$ cat src/rtl/speed_estimator_if.sv
// Bus between the encoder-side sampler and the speed consumers: control and angles in, averaged omega out.
interface speed_estimator_if #(
    parameter int unsigned NCH      = 2,
    parameter int unsigned ANGLE_W  = 32,
    parameter int unsigned PERIOD_W = 25
);
    logic                     enable;
    logic [PERIOD_W-1:0]      period;
    logic [NCH*ANGLE_W-1:0]   angle;
    logic [NCH*ANGLE_W-1:0]   omega;
    logic                     omega_valid;
    logic                     primed;

    modport master (
        output enable, period, angle,
        input  omega, omega_valid, primed
    );

    modport slave (
        input  enable, period, angle,
        output omega, omega_valid, primed
    );
endinterface

$ cat src/rtl/speed_estimator.sv
// Multi-channel angle-difference speed estimator: periodic sampling, wrap-safe signed delta,
// power-of-two moving average, registered omega with a one-cycle valid strobe.
module speed_estimator #(
    parameter int unsigned NCH      = 2,
    parameter int unsigned ANGLE_W  = 32,
    parameter int unsigned PERIOD_W = 25,
    parameter int unsigned AVG_LOG2 = 2
) (
    input  logic             clk,
    input  logic             reset,
    speed_estimator_if.slave bus
);
    localparam int unsigned DEPTH  = 1 << AVG_LOG2;
    localparam int unsigned SUM_W  = ANGLE_W + AVG_LOG2;
    localparam int unsigned PTR_W  = (AVG_LOG2 > 0) ? AVG_LOG2 : 1;
    localparam int unsigned FILL_W = AVG_LOG2 + 1;

    logic [PERIOD_W-1:0]        r_count;
    logic                       r_prev_ok;
    logic                       r_s1_vld;
    logic                       r_s2_vld;
    logic [ANGLE_W-1:0]         r_prev  [NCH];
    logic signed [ANGLE_W-1:0]  r_delta [NCH];
    logic signed [ANGLE_W-1:0]  r_hist  [NCH][DEPTH];
    logic signed [SUM_W-1:0]    r_sum   [NCH];
    logic [PTR_W-1:0]           r_ptr;
    logic [FILL_W-1:0]          r_fill;
    logic                       r_primed;
    logic [NCH*ANGLE_W-1:0]     r_omega;
    logic                       r_omega_vld;

    logic [PERIOD_W-1:0]        w_last;
    logic                       w_tick;

    // Period 0 behaves as 1; ">=" lets a shrunken period tick on the next enabled edge.
    always_comb begin
        w_last = (bus.period == '0) ? '0 : bus.period - PERIOD_W'(1);
        w_tick = bus.enable && (r_count >= w_last);
    end

    always_ff @(posedge clk) begin
        if (reset) begin
            r_count     <= '0;
            r_prev_ok   <= 1'b0;
            r_s1_vld    <= 1'b0;
            r_s2_vld    <= 1'b0;
            r_ptr       <= '0;
            r_fill      <= '0;
            r_primed    <= 1'b0;
            r_omega     <= '0;
            r_omega_vld <= 1'b0;
            for (int unsigned c = 0; c < NCH; c++) begin
                r_prev[c]  <= '0;
                r_delta[c] <= '0;
                r_sum[c]   <= '0;
                for (int unsigned d = 0; d < DEPTH; d++) begin
                    r_hist[c][d] <= '0;
                end
            end
        end else begin
            r_s1_vld    <= 1'b0;
            r_s2_vld    <= 1'b0;
            r_omega_vld <= 1'b0;

            if (w_tick) begin
                r_count <= '0;
            end else if (bus.enable) begin
                r_count <= r_count + PERIOD_W'(1);
            end

            // Stage 1: the first tick after reset only seeds prev.
            if (w_tick) begin
                r_prev_ok <= 1'b1;
                r_s1_vld  <= r_prev_ok;
                for (int unsigned c = 0; c < NCH; c++) begin
                    r_prev[c]  <= bus.angle[c*ANGLE_W +: ANGLE_W];
                    r_delta[c] <= bus.angle[c*ANGLE_W +: ANGLE_W] - r_prev[c];
                end
            end

            // Stage 2: running window sum; unfilled slots are still zero from reset.
            if (r_s1_vld) begin
                r_s2_vld <= 1'b1;
                for (int unsigned c = 0; c < NCH; c++) begin
                    r_sum[c]         <= r_sum[c] + SUM_W'(r_delta[c]) - SUM_W'(r_hist[c][r_ptr]);
                    r_hist[c][r_ptr] <= r_delta[c];
                end
                r_ptr <= (r_ptr == PTR_W'(DEPTH - 1)) ? '0 : r_ptr + PTR_W'(1);
                if (r_fill != FILL_W'(DEPTH)) begin
                    r_fill <= r_fill + FILL_W'(1);
                end
                if (r_fill == FILL_W'(DEPTH - 1)) begin
                    r_primed <= 1'b1;
                end
            end

            // Stage 3: floor-average and publish all channels together.
            if (r_s2_vld && r_primed) begin
                r_omega_vld <= 1'b1;
                for (int unsigned c = 0; c < NCH; c++) begin
                    r_omega[c*ANGLE_W +: ANGLE_W] <= ANGLE_W'(r_sum[c] >>> AVG_LOG2);
                end
            end
        end
    end

    assign bus.omega       = r_omega;
    assign bus.omega_valid = r_omega_vld;
    assign bus.primed      = r_primed;
endmodule

$ cat src/flat_wrapper.sv
// flat-port wrapper written by rule: the top's interface ports become plain ports
module speed_estimator_flat 
#(
    parameter int unsigned NCH      = 2,
    parameter int unsigned ANGLE_W  = 32,
    parameter int unsigned PERIOD_W = 25,
    parameter int unsigned AVG_LOG2 = 2
)
  (clk, reset, bus_enable, bus_period, bus_angle, bus_omega, bus_omega_valid, bus_primed);
  speed_estimator_if #(.NCH(NCH), .ANGLE_W(ANGLE_W), .PERIOD_W(PERIOD_W)) bus_i ();
  input  logic clk;
  input  logic reset;
  input wire logic [$bits(bus_i.enable)-1:0] bus_enable;
  input wire logic [$bits(bus_i.period)-1:0] bus_period;
  input wire logic [$bits(bus_i.angle)-1:0] bus_angle;
  output wire logic [$bits(bus_i.omega)-1:0] bus_omega;
  output wire logic [$bits(bus_i.omega_valid)-1:0] bus_omega_valid;
  output wire logic [$bits(bus_i.primed)-1:0] bus_primed;
  assign bus_i.enable = bus_enable;
  assign bus_i.period = bus_period;
  assign bus_i.angle = bus_angle;
  assign bus_omega = bus_i.omega;
  assign bus_omega_valid = bus_i.omega_valid;
  assign bus_primed = bus_i.primed;
  speed_estimator #(.NCH(NCH), .ANGLE_W(ANGLE_W), .PERIOD_W(PERIOD_W), .AVG_LOG2(AVG_LOG2)) u_core (.clk(clk), .reset(reset), .bus(bus_i));
endmodule
$ cat config.mk
export PLATFORM = sky130hd
export DESIGN_NAME = speed_estimator_flat
export DESIGN_NICKNAME = d
export VERILOG_FILES = /design/src/rtl/speed_estimator_if.sv /design/src/rtl/speed_estimator.sv /design/src/flat_wrapper.sv
export SDC_FILE = /design/constraint.sdc
export NUM_CORES = 1
export LEC_CHECK = 0
export CAP_MARGIN = 20
export CELL_PAD_IN_SITES_DETAIL_PLACEMENT = 1
export CELL_PAD_IN_SITES_GLOBAL_PLACEMENT = 1
export CORE_ASPECT_RATIO = 0.8
export CORE_MARGIN = 10
export CORE_UTILIZATION = 40
export DETAILED_ROUTE_END_ITERATION = 6
export PLACE_DENSITY = 0.79
export SETUP_SLACK_MARGIN = 0.4
export SKIP_CTS_REPAIR_TIMING = 1
export SYNTH_ARGS = -nofsm -noshare
export SYNTH_HDL_FRONTEND = slang
export SYNTH_SLANG_ARGS = --single-unit
$ cat constraint.sdc
create_clock -name clk -period 7.6 [get_ports clk]
set_clock_uncertainty 0.05 [all_clocks]
set_input_delay 1.52 -clock clk [delete_from_list [all_inputs] [get_ports clk]]
set_output_delay 1.52 -clock clk [all_outputs]
set_load 0.05 [all_outputs]
# Word-level counts from Yosys, hierarchy flattened
# Memories as Yosys holds them, arrays and structs flattened.
# Cells that the tools add are included.
dict set report word_totals {
  elab_cells 583
  mem_bits_rw 452
  output_inout_bits 66
  mem_bits_ro 0
  latchBits 0
  memories 4
  register_bits 99
  input_bits 92
}
# name depth width read_ports rd_ports_with_merged_regs write_ports line_no
set memory_table {}
lappend memory_table {u_core.r_hist 2 128 2 0 2 speed_estimator.sv:24} ;# logic signed [ANGLE_W-1:0] r_hist [NCH][DEPTH];
lappend memory_table {u_core.r_sum 2 34 2 0 2 speed_estimator.sv:25} ;# logic signed [SUM_W-1:0] r_sum [NCH];
lappend memory_table {u_core.r_delta 2 32 2 0 2 speed_estimator.sv:23} ;# logic signed [ANGLE_W-1:0] r_delta [NCH];
lappend memory_table {u_core.r_prev 2 32 2 0 2 speed_estimator.sv:22} ;# logic [ANGLE_W-1:0] r_prev [NCH];
dict set report classes {
  n_shift 0
  multipliers 0
  n_bitwise 264
  div_mod_pow 0
  n_eq_ne 3
  addsub 10
  muxes 282
  magnitude_cmp 3
  reduce_logical 8
}
# cell count
set op_table {}
lappend op_table {{2-to-1 mux 32 bit} 9}
lappend op_table {{2-to-1 mux 1 bit} 265}
lappend op_table {{OR 1 bit} 262}
lappend op_table {{binary-select mux 32 bit (select 2 bit)} 2}
lappend op_table {{2-to-1 mux 128 bit} 1}
lappend op_table {{adder 34 x 32 -> 34 bit} 2}
lappend op_table {{2-to-1 mux 34 bit} 2}
lappend op_table {{subtractor 34 x 32 -> 34 bit} 2}
lappend op_table {{demux 32 bit (select 2 bit)} 1}
lappend op_table {{subtractor 32 bit} 2}
lappend op_table {{adder 25 x 1 -> 25 bit, second input constant} 1}
lappend op_table {{greater-or-equal comparator 25 bit} 1}
lappend op_table {{zero test 25 bit} 1}
lappend op_table {{2-to-1 mux 25 bit} 1}
lappend op_table {{subtractor 25 x 1 -> 25 bit, second input constant} 1}
lappend op_table {{AND reduction 2 bit} 2}
lappend op_table {{OR reduction 2 bit} 2}
lappend op_table {{adder 3 x 1 -> 3 bit, second input constant} 1}
lappend op_table {{== test 3 x 2 -> 1 bit, second input constant} 1}
lappend op_table {{greater-or-equal comparator 3 bit, second input constant} 1}
lappend op_table {{logical AND 1 bit} 3}
lappend op_table {{less-than comparator 3 x 1 -> 1 bit, second input constant} 1}
lappend op_table {{!= test 3 bit, second input constant} 1}
lappend op_table {{inverter 2 -> 3 bit} 1}
lappend op_table {{4 further kinds} 4}

# Depth between registers and ports, before layout
dict set report logic_depth {
  word_depth 8
  ltp_mapped 23
  ltp_nobuf 19
}

# Least setup slack after synthesis
# No wires, ideal clock.
dict set report synth_timing {
  path_type {input to register}
  from {in bus_period[0]}
  to {mem u_core.r_delta[0][0], enable pin}
  cell_stages 21
  path_slack_ps 771
  arrival_time_ps 6346
  required_ps 7117
  setup_ps 433
  path_buffers 4
  path_cell_list {inv_1 -> ha_1 -> nand2_1 -> nor4_2 -> nand2_1 -> nor4_2 -> nand2_1 -> or2_2 -> clkbuf_1 -> buf_2 -> nand2_1 -> ha_1 -> nand4_1 -> nor3_1 -> a311oi_1 -> a31oi_1 -> nor2_1 -> o31ai_1 -> or2_2 -> buf_2 -> buf_2}
}
# item line_no
set synth_rtl {}
lappend synth_rtl {{start, declared} flat_wrapper.sv:14} ;# input wire logic [$bits(bus_i.period)-1:0] bus_period;
lappend synth_rtl {{end, declared} speed_estimator.sv:23}

==> flow_metrics.tcl <==
set metrics [dict create \
    route.met3.wl_um 5051 \
    fin_total_pwr_mw 7.421 \
    placement_rows 92 \
    route.detailed.vias_per_inst 5.449 \
    detailroute.wirelength.met2_um 40160 \
    drt-pass1-iter-count 7 \
    hold_viol_final 0 \
    drive_gt1_frac 0.07195 \
    globalRoute.totalOverflow 0 \
    critPathKind "in2reg" \
    diodes 0 \
    timing.slew.headroom 0.3438 \
    wire_length_of_the_first_global_routing_pass_um 136100 \
    tritoncts "done" \
    synth.distinct_cells 78 \
    synth_top_area_share 0.4266 \
    endpoint_kind "flop" \
    die_area_um2 91290 \
    initial_core_util 0.4035 \
    yosys-top-cells-area "sky130_fd_sc_hd__edfxtp_1 43%, sky130_fd_sc_hd__ha_1 6.5%, sky130_fd_sc_hd__dfxtp_1 6.2%, sky130_fd_sc_hd__and3_1 5.4%, sky130_fd_sc_hd__mux4_2 4.5%" \
    drc_violations 0 \
    place.gp.congestion 0.8364 \
    worstPathMaxFanout 34 \
    peak_supply_drop_mv 0.1694 \
    area.growth.synth_to_final_pct 14.28 \
    pwr_density_cell_nw_per_um2 204.1 \
    synthArstFlopShare 0 \
    postSynthRegisterBits 551 \
    core_um2 78850 \
    clock_tree.htree_level_count 2 \
    die_x_um 335.3 \
    insertion_delay_ps 640 \
    io-pin-count 158 \
    detailedPlacementHpwl_um 61440 \
    clock_path_buffers 3 \
    detailroute.via_count 22675 \
    final.setup.tns_ps 0 \
    synth-edff-count 452 \
    grt_use_total 0.1858 \
    grt_antenna_before_repair 2 \
    finalCriticalPeriod_ps 6226 \
    ff_latch_area_um2 15560 \
    worst-endpoint-arrival_ps 6550 \
    timing.final.setup_violations 0 \
    final_design_area_no_fill_um2 36360 \
    drtAntennaViolNets 0 \
    cts_buffers 61 \
    synthesis.instances 2984 \
    leading_area_contributor_after_synthesis "sky130_fd_sc_hd__edfxtp_1" \
    multi_input_gate_area_in_the_final_layout_um2 14300 \
    static-leakage-power_nw 15.43 \
    detail_route.wirelength.met1_um 39290 \
    dpl-instance-area_um2 34300 \
    syn_area_cell_um2 10.66 \
    outcome "completed" \
    mappedNetlistArea_um2 31820 \
    synth.net_count 3310 \
    finalMaxSlewViolations 0 \
    numPortBuffers 157 \
    grt_start_max_net_pins 103 \
    worst_hold_path_cells 2 \
    r2r.worst_path.cells 14 \
    critPathRequiredTime_ps 7930 \
    fmax_ghz 0.1606 \
    transition_time_of_the_tightest_slew_check_pin_ps 984.3 \
    startpoint_class "input pin" \
    drt-initial-drc-count 1693 \
    top_layer "met5" \
    count_of_synthesis_stage_warnings_from_yosys 0 \
    layout.filler_cells 8407 \
    routed_wirelength_um 86380 \
    final_util 0.4611 \
    synth-seq-area-share 0.4889 \
    timing.max_cap.violations 0 \
    cts.sinks 551 \
    yosys_most_used_dff "sky130_fd_sc_hd__edfxtp_1" \
    wl_per_cell_um 20.76 \
    finalNetCount 3401 \
    die_h_um 272.3 \
    min-delay-path-class "reg2reg" \
    ctsRootBufferMaster "sky130_fd_sc_hd__clkbuf_16" \
    timing.final.crit_share 0.8193 \
    grt_pass1_vias 23731 \
    rsz0062_at_grt "false" \
    cts.clk_slew.worst_paths_ps 60 \
]
[synth_stat cells (all sizes together) (9+ instances only)]
master	number
ha	166
nor4	9
o21bai	21
edfxtp	452
a211oi	13
a21oi	177
dfxtp	99
nand4	26
nand2b	22
nor3	31
mux4	64
or2	12
fa	68
o21ai	66
o21a	18
a21o	76
nand3	35
inv	364
and3	275
clkbuf	126
a31oi	24
nand2	250
xnor2	79
nor2	217
and2	74
buf	25
o31ai	14
nor2b	16
xor2	72
[stage by stage]
step	setup slack, ps	std cells	hold WS [ps]
after detailed placement	630.5	4045	395.8
after CTS	1301	4160	403.6
after global placement	807.9	4045	393.2
final	1374	4161	404.7
after floorplan	770.6	2984	380.5
after global routing	928.6	4161	414.5
[cells in the final DEF (no fill, tap or decap), drive strengths merged, types with 21 or more instances in the layout]
cell | synthesis | final
a21o | 76 | 76
a21oi | 177 | 177
a31oi | 24 | 24
and2 | 74 | 74
and3 | 275 | 275
buf | 25 | 25
clkbuf | 126 | 69
clkdlybuf4s50 | 1 | 156
clkinv | 1 | 30
dfxtp | 99 | 99
edfxtp | 452 | 452
fa | 68 | 68
ha | 166 | 166
inv | 364 | 367
mux4 | 64 | 64
nand2 | 250 | 250
nand2b | 22 | 22
nand3 | 35 | 35
nand4 | 26 | 26
nor2 | 217 | 217
nor3 | 31 | 31
o21ai | 66 | 66
o21bai | 21 | 21
xnor2 | 79 | 79
xor2 | 72 | 72
[critical path, cell delays in order]
cell                              delay (ps)
sky130_fd_sc_hd__clkdlybuf4s50_1         420
sky130_fd_sc_hd__inv_1                   110
sky130_fd_sc_hd__ha_1                    220
sky130_fd_sc_hd__nand2_1                 120
sky130_fd_sc_hd__nor4_2                  280
sky130_fd_sc_hd__nand2_1                 200
sky130_fd_sc_hd__nor4_2                  400
sky130_fd_sc_hd__nand2_1                 160
sky130_fd_sc_hd__or2_2                   480
sky130_fd_sc_hd__nand2_1                 120
sky130_fd_sc_hd__ha_1                    240
sky130_fd_sc_hd__a21o_1                  160
sky130_fd_sc_hd__a21o_1                  170
sky130_fd_sc_hd__a211o_1                 290
sky130_fd_sc_hd__a221oi_1                250
sky130_fd_sc_hd__a31oi_1                 180
sky130_fd_sc_hd__and2_1                  210
sky130_fd_sc_hd__or2_2                   560
sky130_fd_sc_hd__buf_16                  270
sky130_fd_sc_hd__and2_1                  170
[kinds of logic after synthesis]
kind of cell | synth area share
buf+inv | 0.06284
mux | 0.04786
compound gates | 0.09375
xor+xnor | 0.04157
simple gates | 0.1570
flops | 0.4889
fa+ha+maj | 0.1081
[power breakdown]
group	internal [mW]	switching [mW]	leakage (nW)
Combinational	0.405	0.604	8.99
Clock	1.75	1.26	0.979
Sequential	3.34	0.0540	5.46
[metal layers]
metal / up-vias / global-route usage
met1: 11356 / 0.2515
met2: 563 / 0.3038
met4: 4 / 0.04535
li1: 10616 / -
met5: - / 0
met3: 136 / 0.03647
[area by class of cell]
| class | count | share of cell area |
|---|---|---|
| flip-flops and latches | 551 | 0.4279 |
| multi-input cells | 1915 | 0.3932 |
| repair buffers | 181 | 0.04962 |
| clock buffers | 69 | 0.04425 |
| inverters | 365 | 0.03775 |
| well taps | 1034 | 0.03558 |
| clock inverters | 46 | 0.01170 |
[final timing paths]
kind	endpoint	start	slack (ps)
hold / removal	u_core.bus.omega[25]	u_core.bus.omega[25]	400
hold reg to reg	u_core.bus.omega[25]	u_core.bus.omega[25]	400
setup / recovery	u_core.r_prev[0][48]	bus_period[0]	1370
setup reg to reg	u_core.r_sum[0][60]	u_core.r_ptr[0]	2000
[registers in the layout, summed over array words and instances (netlist names), 2 cells and up]
signal / cells
u_core.bus.omega: 64
u_core.r_ptr: 2
u_core.r_prev: 64
u_core.r_sum: 68
u_core.r_fill: 3
u_core.r_delta: 64
u_core.r_hist: 256
u_core.r_count: 25
Power figures use the tool's default switching activity.
